<file path="src/rtl/uart_frame_pkg.sv">
// rtl/uart_frame_pkg.sv - shared types and constants for the UART frame parser
package uart_frame_pkg;

  typedef enum logic [1:0] {
    ST_IDLE    = 2'd0,
    ST_GET_LEN = 2'd1,
    ST_PAYLOAD = 2'd2,
    ST_GET_CHK = 2'd3
  } state_t;

  localparam logic [1:0] ERR_NONE    = 2'd0;
  localparam logic [1:0] ERR_LEN     = 2'd1;
  localparam logic [1:0] ERR_CHK     = 2'd2;
  localparam logic [1:0] ERR_TIMEOUT = 2'd3;

  localparam logic [7:0] SYNC_BYTE_DEFAULT = 8'hA5;

endpackage

</file>
<file path="src/rtl/uart_word_packer.sv">
// rtl/uart_word_packer.sv - big-endian byte-to-word shift register with word-complete strobe
module uart_word_packer
  import uart_frame_pkg::*;
(
  input  logic        i_clk,
  input  logic        i_rst_n,
  input  logic        i_clear,
  input  logic        i_shift,
  input  logic [7:0]  i_byte,
  output logic [31:0] o_word_next,
  output logic        o_word_done
);

  // Only the three older bytes need storage; the fourth arrives with the strobe.
  logic [23:0] word_q;
  logic [1:0]  idx_q;

  assign o_word_next = {word_q, i_byte};
  assign o_word_done = i_shift && (idx_q == 2'd3);

  always_ff @(posedge i_clk) begin
    if (!i_rst_n) begin
      word_q <= '0;
      idx_q  <= '0;
    end else if (i_clear) begin
      word_q <= '0;
      idx_q  <= '0;
    end else if (i_shift) begin
      word_q <= o_word_next[23:0];
      idx_q  <= idx_q + 2'd1;
    end
  end

endmodule

</file>
<file path="src/rtl/uart_frame_parser.sv">
// rtl/uart_frame_parser.sv - sync hunt, length/checksum framing and RAM word writes
module uart_frame_parser
  import uart_frame_pkg::*;
#(
  parameter int         ADDR_W      = 4,
  parameter logic [7:0] SYNC_BYTE   = SYNC_BYTE_DEFAULT,
  parameter int         TIMEOUT_CYC = 65536
) (
  input  logic              i_clk,
  input  logic              i_rst_n,
  input  logic [7:0]        i_data,
  input  logic              i_data_valid,
  output logic              o_wr_en,
  output logic [ADDR_W-1:0] o_wr_addr,
  output logic [31:0]       o_wr_data,
  output logic              o_frame_done,
  output logic              o_frame_err,
  output logic [1:0]        o_err_code,
  output logic [ADDR_W:0]   o_word_count,
  output logic              o_busy
);

  localparam int DEPTH = 2 ** ADDR_W;
  localparam int TW    = (TIMEOUT_CYC > 2) ? $clog2(TIMEOUT_CYC) : 1;

  state_t          state_q, state_d;
  logic [ADDR_W:0] len_q;
  logic [7:0]      chk_q;
  logic [TW-1:0]   tmo_q;

  logic        pk_shift;
  logic        pk_done;
  logic [31:0] pk_word;

  logic       sync_ev, len_ev, done_ev, err_ev, tmo_hit;
  logic [1:0] err_code_d;

  assign pk_shift = i_data_valid && (state_q == ST_PAYLOAD);
  // A byte arriving on the expiry cycle keeps the frame alive.
  assign tmo_hit  = (state_q != ST_IDLE) && !i_data_valid &&
                    (tmo_q == TW'(TIMEOUT_CYC - 1));

  uart_word_packer u_packer (
    .i_clk       (i_clk),
    .i_rst_n     (i_rst_n),
    .i_clear     (sync_ev),
    .i_shift     (pk_shift),
    .i_byte      (i_data),
    .o_word_next (pk_word),
    .o_word_done (pk_done)
  );

  always_comb begin
    state_d    = state_q;
    sync_ev    = 1'b0;
    len_ev     = 1'b0;
    done_ev    = 1'b0;
    err_ev     = 1'b0;
    err_code_d = ERR_NONE;
    case (state_q)
      ST_IDLE: begin
        if (i_data_valid && (i_data == SYNC_BYTE)) begin
          sync_ev = 1'b1;
          state_d = ST_GET_LEN;
        end
      end
      ST_GET_LEN: begin
        if (i_data_valid) begin
          if ((i_data == 8'd0) || ({24'd0, i_data} > 32'(DEPTH))) begin
            err_ev     = 1'b1;
            err_code_d = ERR_LEN;
            state_d    = ST_IDLE;
          end else begin
            len_ev  = 1'b1;
            state_d = ST_PAYLOAD;
          end
        end
      end
      ST_PAYLOAD: begin
        if (pk_done && ((o_word_count + (ADDR_W+1)'(1)) == len_q)) begin
          state_d = ST_GET_CHK;
        end
      end
      ST_GET_CHK: begin
        if (i_data_valid) begin
          state_d = ST_IDLE;
          if (i_data == chk_q) begin
            done_ev = 1'b1;
          end else begin
            err_ev     = 1'b1;
            err_code_d = ERR_CHK;
          end
        end
      end
      default: state_d = ST_IDLE;
    endcase
    if (tmo_hit) begin
      state_d    = ST_IDLE;
      err_ev     = 1'b1;
      err_code_d = ERR_TIMEOUT;
    end
  end

  always_ff @(posedge i_clk) begin
    if (!i_rst_n) begin
      state_q      <= ST_IDLE;
      len_q        <= '0;
      chk_q        <= '0;
      tmo_q        <= '0;
      o_wr_en      <= 1'b0;
      o_wr_addr    <= '0;
      o_wr_data    <= '0;
      o_frame_done <= 1'b0;
      o_frame_err  <= 1'b0;
      o_err_code   <= ERR_NONE;
      o_word_count <= '0;
      o_busy       <= 1'b0;
    end else begin
      state_q      <= state_d;
      o_busy       <= (state_d != ST_IDLE);
      o_wr_en      <= 1'b0;
      o_frame_done <= done_ev;
      o_frame_err  <= err_ev;

      if (sync_ev) begin
        o_word_count <= '0;
        o_err_code   <= ERR_NONE;
        chk_q        <= '0;
      end
      if (err_ev) begin
        o_err_code <= err_code_d;
      end
      if (len_ev) begin
        len_q <= i_data[ADDR_W:0];
        chk_q <= i_data;
      end
      if (pk_shift) begin
        chk_q <= chk_q ^ i_data;
      end
      if (pk_shift && pk_done) begin
        o_wr_en      <= 1'b1;
        o_wr_addr    <= o_word_count[ADDR_W-1:0];
        o_wr_data    <= pk_word;
        o_word_count <= o_word_count + (ADDR_W+1)'(1);
      end

      if (i_data_valid || (state_q == ST_IDLE) || tmo_hit) begin
        tmo_q <= '0;
      end else begin
        tmo_q <= tmo_q + TW'(1);
      end
    end
  end

endmodule
</file>
<file path="config.mk">
export PLATFORM = sky130hd
export DESIGN_NAME = uart_frame_parser
export DESIGN_NICKNAME = d
export VERILOG_FILES = /design/src/rtl/uart_frame_pkg.sv /design/src/rtl/uart_word_packer.sv /design/src/rtl/uart_frame_parser.sv
export SDC_FILE = /design/constraint.sdc
export NUM_CORES = 1
export LEC_CHECK = 0
export CAP_MARGIN = 5
export CORE_MARGIN = 4
export CORE_UTILIZATION = 30
export CTS_CLUSTER_DIAMETER = 150
export DETAILED_ROUTE_END_ITERATION = 10
export GPL_TIMING_DRIVEN = 0
export PLACE_DENSITY_LB_ADDON = 0.3
export REMOVE_ABC_BUFFERS = 1
export SETUP_SLACK_MARGIN = 0.5
export SKIP_CTS_REPAIR_TIMING = 1
export SYNTH_ARGS = -nofsm -noshare
export SYNTH_HDL_FRONTEND = slang
export SYNTH_SLANG_ARGS = --single-unit
</file>
<file path="constraint.sdc">
create_clock -name i_clk -period 1.52 [get_ports i_clk]
set_input_delay 0.228 -clock i_clk [delete_from_list [all_inputs] [get_ports i_clk]]
set_output_delay 0.228 -clock i_clk [all_outputs]
set_load 0.01 [all_outputs]
</file>
==> flow_summary.yaml, run 1 <==
synthesis:
  synth_xor_area_share_pct: 6.21
  synthAdderAreaFrac_pct: 0.887
  ys_warn_count: 0
  synth_area_leaders: "dfxtp_1 (49%), nand2_1 (13%), a21oi_1 (8.8%)"
  synth.most_common_cell: "nand2_1"
  synth_compound_area_share_pct: 12.1
  yosys.area_share.simple_pct: 26.9
  synth-async-reset-ratio_pct: 0
  yosysTopAreaCell: "dfxtp_1"
  synth_enable_flop_cells: 0
  ys_types: 40
  syn_area_um2: 4230
  synth_cells: 510
  ys_seq_elements: 104
  synth_top_family_by_area: "simple AND/OR/NAND/NOR gates"
  seq_area_frac_synth_pct: 49.2
  synthMuxAreaShare_pct: 0.266
  synth.avg_cell_area_um2: 8.29
  synth_flop_cell: "dfxtp_1"
  ys_top_cells_by_count: "nand2_1 (143), dfxtp_1 (104), a21oi_1 (74)"
  synth_top_area_share_pct: 49.2
run:
  maxCapViolCount: 0
power:
  power_mw: 5.22
  leakage_nw: 2.23
  p_comb_share_pct: 3.3
  peakVddDrop_mv: 0.477
  swShare_pct: 21.7
  p_clk_share_pct: 44.9
  cellInternalPower_mw: 4.09
  p_switching_mw: 1.13
  p_per_area_nw_per_um2: 862
  pwr-share-seq_pct: 51.8
setup_path:
  crit_type: "reg -> reg"
  r2r.worst_path.cells: 6
  worstReg2RegEnd: "o_word_count[4]$_SDFFE_PN0P_"
  worstPathRequired_ns: 1.76
  timing.reg2reg.setup_slack_ns: -0.14
  crit_fanout: 8
  critPathBufInv: 1
  critical_path.cell_chain: "and3b_4 -> and2_4 -> buf_16 -> mux2_4 -> a21oi_2 -> nor2_1"
  setup.worst_path.end_class: "register"
  crit_slowest_cell: "and3b_4"
  start_kind: "register"
  r2r_start: "state_q[0]$_SDFF_PN0_"
  crit_start: "state_q[0]$_SDFF_PN0_"
  crit_end: "o_word_count[4]$_SDFFE_PN0P_"
  slowest_delay_ns: 0.38
  cp.depth: 6
  critPathTopFamily: "simple AND/OR/NAND/NOR gates"
  arrival_ns: 1.90
cts:
  clkLatencyLatePin_ns: 0.35
  cts_sinks: 104
  clk_path_buf_depth: 2
  root_buffer: "clkbuf_16"
  clk_pin_slew_ns: 0.07
  numCtsBuffers: 9
  htree_num_levels: 3
  cts_tree: "yes"
timing:
  finalSetupViolations: 3
  min_period_ns: 1.66
  max_freq_mhz: 604
  rsz0062_at_grt: "yes"
  final.setup_skew_ns: 0.00586
  setup_slack_ns: -0.136
  hold_viol_final: 0
  fin_crit_sh_pct: 109
  maxSlewViolCount: 0
  slew_headroom_pct: 63.3
  tns_ns: -0.174
  holdWs_ns: 0.243
  worst-slew-pin-transition_ns: 0.547
drt:
  drc: 0
  routed_wl_um: 11800
  drt-pass1-iter-count: 5
  antenna_left: 0
  vias: 3846
  first_iter_violations: 222
  post_drt_wl_per_cell_um: 14.9
  viasPerCell: 4.86
placed_design:
  globalplace.congestion: 0.773
  io_buffers: 57
  hpwl_um: 6270
global_route:
  grt_pass1_vias: 3433
  grt_pass1_wl_um: 15700
  groute.usage.overall_pct: 12.0
  antenna_found_initial: 1
  grt_overflow: 0
  grt_max_degree: 45
floorplanning:
  core_area_um2: 13800
  ioPinCount: 58
  rows: 43
  dieHeight_um: 127
  start_util_pct: 30.6
  dieArea_um2: 16100
  dieWidth_um: 127
status:
  violations: "negative setup slack"
  outcome: "finished with violations"
hold_path:
  hold_path_class: "in -> reg"
cells_and_area:
  drive_gt1_share_pct: 34.5
  final_nets: 620
  syn2layout_area_growth_pct: 43.2
## cells by family after synthesis
logic type,count (synthesis)
muxes,1
AOI/OAI and AO/OA,97
buffers and inverters,34
xor gates and xnor gates,30
DFF,104
and+or+nand+nor,241
adders and majority gates,3
## worst min-delay path by stage
stage,start,end,slack [ns],cells past startpoint
floorplan,i_data[0],u_packer.word_q[0]$_SDFFE_PP0P_,0.36,2
global placement,o_wr_data[3]$_SDFFE_PN0P_,o_wr_data[3]$_SDFFE_PN0P_,0.44,2
detailed placement,o_wr_data[5]$_SDFFE_PN0P_,o_wr_data[5]$_SDFFE_PN0P_,0.45,2
CTS,o_wr_data[5]$_SDFFE_PN0P_,o_wr_data[5]$_SDFFE_PN0P_,0.46,2
global route,i_data[2],u_packer.word_q[2]$_SDFFE_PP0P_,0.26,3
finish,i_data[2],o_wr_data[2]$_SDFFE_PN0P_,0.24,3
## state kept, by name, indices dropped and copies added, names as in the netlist
signal           count
state_q              2
len_q                5
o_word_count         5
u_packer.idx_q       2
o_frame_done         1
o_wr_en              1
o_wr_addr            4
o_wr_data           32
o_busy               1
tmo_q               16
o_frame_err          1
chk_q                8
o_err_code           2
u_packer.word_q     24
## layout by cell type (no fill, tap or decap), types with 8 or more instances in the layout
cell type / instances
a31oi_1: 10
clkbuf_2: 9
nor2b_1: 8
nand4_1: 12
nand2_1: 139
xnor2_1: 14
nand3b_1: 9
xor2_1: 14
buf_6: 43
dfxtp_1: 53
nand3_1: 14
dfxtp_2: 41
dfxtp_4: 10
a21oi_1: 70
nor2_1: 27
o21ai_0: 8
buf_4: 38
clkbuf_16: 12
## power by group through the flow
stage | clock [mW] | combinational [mW] | sequential (mW)
after detailed placement | 0 | 0.135 | 2.79
after global routing | 2.51 | 0.184 | 2.70
after global placement | 0 | 0.126 | 2.79
final | 2.35 | 0.173 | 2.70
after floorplan | 0 | 0.0522 | 2.79
after CTS | 2.41 | 0.135 | 2.72
## layer usage
metal,global-route usage (%),vias to the layer above,wire length [um]
met5,0,-,0
met4,4.42,0,348
met3,4.34,22,686
met2,20.3,91,5540
met1,14.1,1814,5210
li1,-,1919,-
## metrics by stage
stage,instance area [um^2],cells,util [%],setup WS (ns)
2_1_floorplan,4060,479,-,-1.51
3_3_place_gp,4850,716,35.1,-2.99
3_5_place_dp,4900,718,35.4,-2.31
4_1_cts,5200,734,37.6,-1.95
5_1_grt,6060,792,43.8,-0.175
6_report,6060,792,43.8,-0.136
## final cells by class
type	count	area [um^2]
fillers	1350	7770
inverters	3	11.3
flip-flops and latches	104	2170
clock buffers	11	243
multi-input cells	380	2270
diodes	1	2.50
clock inverters	5	56.3
well taps	180	225
repair buffers	108	1080
## worst min-delay path, delay by kind of cell
family	cells	cell delay [ns]
AO/OA/AOI/OAI	1	0.05
buffers and inverters	1	0.18
AND/OR/NAND/NOR	1	0.09
(Power assumes the default switching activity.)
==> run 2, diff against run 1 <==
--- a/config.mk
+++ b/config.mk
@@ -15,6 +15,7 @@
 export REMOVE_ABC_BUFFERS = 1
 export SETUP_SLACK_MARGIN = 0.5
 export SKIP_CTS_REPAIR_TIMING = 1
+export SKIP_LAST_GASP = 1
 export SYNTH_ARGS = -nofsm -noshare
 export SYNTH_HDL_FRONTEND = slang
 export SYNTH_SLANG_ARGS = --single-unit
==> run 2 against run 1 <==
Compared with the run above: the run still ends with negative setup slack left; sequential share of layout area hardly changed; worst hold slack better by 0.010 ns; global-route usage stayed put; critical path type unchanged; highest routed layer unchanged.
==> flow_summary.yaml, run 2 (synthesis gave the netlist of run 1 again) <==
status:
  outcome: "finished with violations"
  violations: "negative setup slack"
floorplanning:
  dieHeight_um: 127
  start_util_pct: 30.6
  core_area_um2: 13800
  dieArea_um2: 16100
  rows: 43
  ioPinCount: 58
  dieWidth_um: 127
cells_and_area:
  final_cell_mix: "nand2_1 (139), a21oi_1 (70), dfxtp_1 (57)"
  largestRegisters: "o_wr_data x32, u_packer.word_q x24, tmo_q x16"
  final_nets: 620
  largest_register: "o_wr_data"
  num-fill-cells: 1339
  seq_area_um2: 2170
  largest_reg_flops: 32
  multi_input_area_um2: 2260
  layout.cells.non_filler: 792
  layout_commonest_cell: "nand2_1"
  drive_gt1_share_pct: 32.1
  syn2layout_area_growth_pct: 43.1
cts:
  root_buffer: "clkbuf_16"
  numCtsBuffers: 9
  clkLatencyLatePin_ns: 0.35
  clk_pin_slew_ns: 0.07
  clk_path_buf_depth: 2
  htree_num_levels: 3
  cts_sinks: 104
  cts_tree: "yes"
setup_path:
  crit_type: "reg -> reg"
  start_kind: "register"
  critical_path.cell_chain: "and3b_4 -> and2_4 -> buf_16 -> mux2_4 -> a21oi_2 -> nor2_1"
  critPathTopFamily: "simple AND/OR/NAND/NOR gates"
  arrival_ns: 1.93
  crit_fanout: 8
  r2r.worst_path.cells: 6
  worstPathRequired_ns: 1.76
  cp.depth: 6
  crit_slowest_cell: "and3b_4"
  critPathBufInv: 1
  setup.worst_path.end_class: "register"
  slowest_delay_ns: 0.39
drt:
  drt-pass1-iter-count: 4
  vias: 3876
  antenna_left: 0
  post_drt_wl_per_cell_um: 15.1
  first_iter_violations: 200
  routed_wl_um: 12000
  viasPerCell: 4.89
  drc: 0
hold_path:
  holdPathStages: 3
  hold_path_class: "in -> reg"
timing:
  holdWs_ns: 0.253
  hold_viol_final: 0
  finalSetupViolations: 3
  rsz0062_at_grt: "yes"
  min_period_ns: 1.68
  maxSlewViolCount: 0
  tns_ns: -0.204
  max_freq_mhz: 594
  worst-slew-pin-transition_ns: 0.490
  slew_headroom_pct: 67.3
  final.setup_skew_ns: 0.00591
  setup_slack_ns: -0.162
  fin_crit_sh_pct: 111
global_route:
  antenna_found_initial: 1
  grt_pass1_vias: 3433
  grt_max_degree: 45
  groute.usage.overall_pct: 12.0
  use_met3_pct: 4.34
  gr-usage-met2_pct: 20.3
  grt_pass1_wl_um: 15700
  grt_overflow: 0
  met1_usage_pct: 14.1
  top_usage_layer: "met2"
placed_design:
  place_inst: 718
  hpwl_um: 6270
  dp_slack_ns: -2.31
  globalplace.congestion: 0.773
  io_buffers: 57
power:
  peakVddDrop_mv: 0.476
  p_per_area_nw_per_um2: 864
  leakage_nw: 2.20
run:
  maxCapViolCount: 0
[run 2: cell count changes in the layout (fill, tap and decap cells not counted), sizes merged]
cell           previous run  this run
clkdlybuf4s50             1        12
buf                      89        80
clkbuf                   23        21
[run 2: layout make-up]
cell class / count / area share (%)
inverters: 3 / 0.186
diodes: 1 / 0.0413
clock inverters: 5 / 0.930
repair buffers: 108 / 18.0
well taps: 180 / 3.72
multi-input cells: 380 / 37.3
clock buffers: 11 / 4.01
flip-flops and latches: 104 / 35.8
[run 2: worst paths after layout]
check	start	endpoint	slack (ns)
max	state_q[0]$_SDFF_PN0_	o_word_count[4]$_SDFFE_PN0P_	-0.16
min	i_data[0]	o_wr_data[0]$_SDFFE_PN0P_	0.25
max reg2reg	state_q[0]$_SDFF_PN0_	o_word_count[4]$_SDFFE_PN0P_	-0.16
min reg2reg	u_packer.word_q[23]$_SDFFE_PP0P_	o_wr_data[31]$_SDFFE_PN0P_	0.45
[run 2: metrics by stage]
step / util, % / instance area, um^2 / power [mW]
6_report: 43.8 / 6050 / 5.23
5_1_grt: 43.8 / 6050 / 5.39
4_1_cts: 37.6 / 5200 / 5.26
3_5_place_dp: 35.4 / 4900 / 2.92
3_3_place_gp: 35.1 / 4850 / 2.91
2_1_floorplan: - / 4060 / 2.84
[run 2: where the power goes]
group          internal [mW]  total, mW  switching, mW
clock network           1.32       2.35           1.03
logic                 0.0629      0.170          0.108
registers               2.70       2.70       0.000150
[run 2: metal layers]
metal | up-vias | share of wire, %
met5 | - | 0
met4 | 0 | 3.0
met3 | 23 | 4.6
met2 | 85 | 48
met1 | 1854 | 44
li1 | 1914 | -
[run 2: worst min-delay path, stage by stage]
cell and delay, ns:
clkbuf_2 0.18, nand2_1 0.09, a21oi_1 0.06
==> run 3, diff against run 2 <==
--- a/config.mk
+++ b/config.mk
@@ -11,6 +11,8 @@
 export CTS_CLUSTER_DIAMETER = 150
 export DETAILED_ROUTE_END_ITERATION = 10
 export GPL_TIMING_DRIVEN = 0
+export HOLD_SLACK_MARGIN = 0.03
+export MAX_ROUTING_LAYER = met4
 export PLACE_DENSITY_LB_ADDON = 0.3
 export REMOVE_ABC_BUFFERS = 1
 export SETUP_SLACK_MARGIN = 0.5
==> run 3 against run 2 <==
Compared with the run above: the run still ends with negative setup slack left; clock skew about the same; via count down 0.34%; register-to-register slack better by 0.03 ns; first-iteration DRC count up 33%; utilization up 0.22 points; fmax up 2.0%; critical endpoint unchanged; highest routed layer unchanged.
==> flow_summary.yaml, run 3 (synthesis gave the netlist of run 1 again) <==
timing:
  finalSetupViolations: 2
  setup_slack_ns: -0.129
  min_period_ns: 1.65
  rsz0062_at_grt: "yes"
  hold_viol_final: 0
  fin_crit_sh_pct: 109
  worst-slew-pin-transition_ns: 0.483
  maxSlewViolCount: 0
  slew_headroom_pct: 67.6
  holdWs_ns: 0.245
  final.setup_skew_ns: 0.00612
  tns_ns: -0.161
  max_freq_mhz: 606
power:
  peakVddDrop_mv: 0.484
  power_mw: 5.21
  p_per_area_nw_per_um2: 857
  leakage_nw: 2.20
floorplanning:
  dieArea_um2: 16100
  ioPinCount: 58
  core_area_um2: 13800
  rows: 43
  start_util_pct: 30.6
  dieWidth_um: 127
  dieHeight_um: 127
cells_and_area:
  largestRegisters: "o_wr_data x32, u_packer.word_q x24, tmo_q x16"
  drive_gt1_share_pct: 35.3
  fin_area_um2: 6080
  final_util_pct: 44.0
  layout_commonest_cell: "nand2_1"
  final_nets: 618
  largest_register: "o_wr_data"
  final_cell_mix: "nand2_1 (139), a21oi_1 (67), dfxtp_1 (49)"
  largest_reg_flops: 32
  syn2layout_area_growth_pct: 43.8
cts:
  clkLatencyLatePin_ns: 0.35
  cts_tree: "yes"
  clk_pin_slew_ns: 0.07
  cts_sinks: 104
  clk_path_buf_depth: 2
  numCtsBuffers: 9
  root_buffer: "clkbuf_16"
  htree_num_levels: 3
drt:
  top_layer: "met4"
  viasPerCell: 4.89
  drc: 0
  wl_met1_um: 5230
  drt-pass1-iter-count: 4
  routed_wl_um: 11800
  wl_met3_um: 605
  post_drt_wl_per_cell_um: 14.9
  wl_met2_um: 5750
  vias: 3863
  first_iter_violations: 265
  antenna_left: 0
global_route:
  grt_overflow: 0
  grt_pass1_vias: 3433
  antenna_found_initial: 1
  grt_pass1_wl_um: 15700
  groute.usage.overall_pct: 12.4
  grt_max_degree: 45
setup_path:
  crit_type: "reg -> reg"
  worstReg2RegEnd: "o_word_count[4]$_SDFFE_PN0P_"
  setup.worst_path.end_class: "register"
  start_kind: "register"
  arrival_ns: 1.89
  r2r_start: "state_q[0]$_SDFF_PN0_"
  r2r.worst_path.cells: 6
  timing.reg2reg.setup_slack_ns: -0.13
  crit_fanout: 8
  worstPathRequired_ns: 1.76
placed_design:
  globalplace.congestion: 0.784
  io_buffers: 57
  dpl_cell_area_um2: 4900
  hpwl_um: 6270
run:
  maxCapViolCount: 0
status:
  violations: "negative setup slack"
  outcome: "finished with violations"
hold_path:
  hold_end: "o_wr_data[2]$_SDFFE_PN0P_"
  worstHoldStart: "i_data[2]"
  hold_path_class: "in -> reg"
  holdPathStages: 3
==> run 3: worst max-delay path by stage <==
stage,from,end,slack [ns],depth (start not counted)
6_report,state_q[0]$_SDFF_PN0_,o_word_count[4]$_SDFFE_PN0P_,-0.13,6
3_3_place_gp,i_data_valid,o_word_count[4]$_SDFFE_PN0P_,-2.99,6
5_1_grt,state_q[0]$_SDFF_PN0_,o_word_count[4]$_SDFFE_PN0P_,-0.17,6
4_1_cts,i_data_valid,state_q[0]$_SDFF_PN0_,-1.95,6
2_1_floorplan,state_q[1]$_SDFF_PN0_,o_word_count[4]$_SDFFE_PN0P_,-1.51,5
3_5_place_dp,i_data_valid,state_q[0]$_SDFF_PN0_,-2.31,6
==> run 3: through the flow <==
| stage | cells | setup slack [ns] |
|---|---|---|
| 2_1_floorplan | 479 | -1.51 |
| 3_3_place_gp | 716 | -2.99 |
| 3_5_place_dp | 718 | -2.31 |
| 4_1_cts | 734 | -1.95 |
| 5_1_grt | 790 | -0.166 |
| 6_report | 790 | -0.129 |
==> run 3: worst max-delay path: stages (launching register included) <==
cell and delay, ns:
dfxtp_4 0.37, and3b_4 0.38, and2_4 0.20, buf_16 0.13, mux2_4 0.30, a21oi_2 0.11
nor2_1 0.05
==> run 3: layer usage <==
metal	global-route usage, %	vias to the layer above
li1	-	1921
met1	14.1	1848
met2	20.3	82
met3	4.21	12
met4	4.42	0
met5	-	-
==> run 3: area by class of cell <==
cell class	count	area, um^2
Antenna cell	1	2.50
Clock buffer	11	243
Clock inverter	5	56.3
Fill cell	1353	7740
Inverter	3	11.3
Multi-Input combinational cell	382	2310
Sequential cell	104	2180
Tap cell	180	225
Timing Repair Buffer	104	1060
==> run 3: power breakdown <==
part | switching, mW | internal, mW | total, mW
sequential | 0.000164 | 2.70 | 2.70
clock | 1.03 | 1.32 | 2.35
combinational | 0.104 | 0.0541 | 0.158
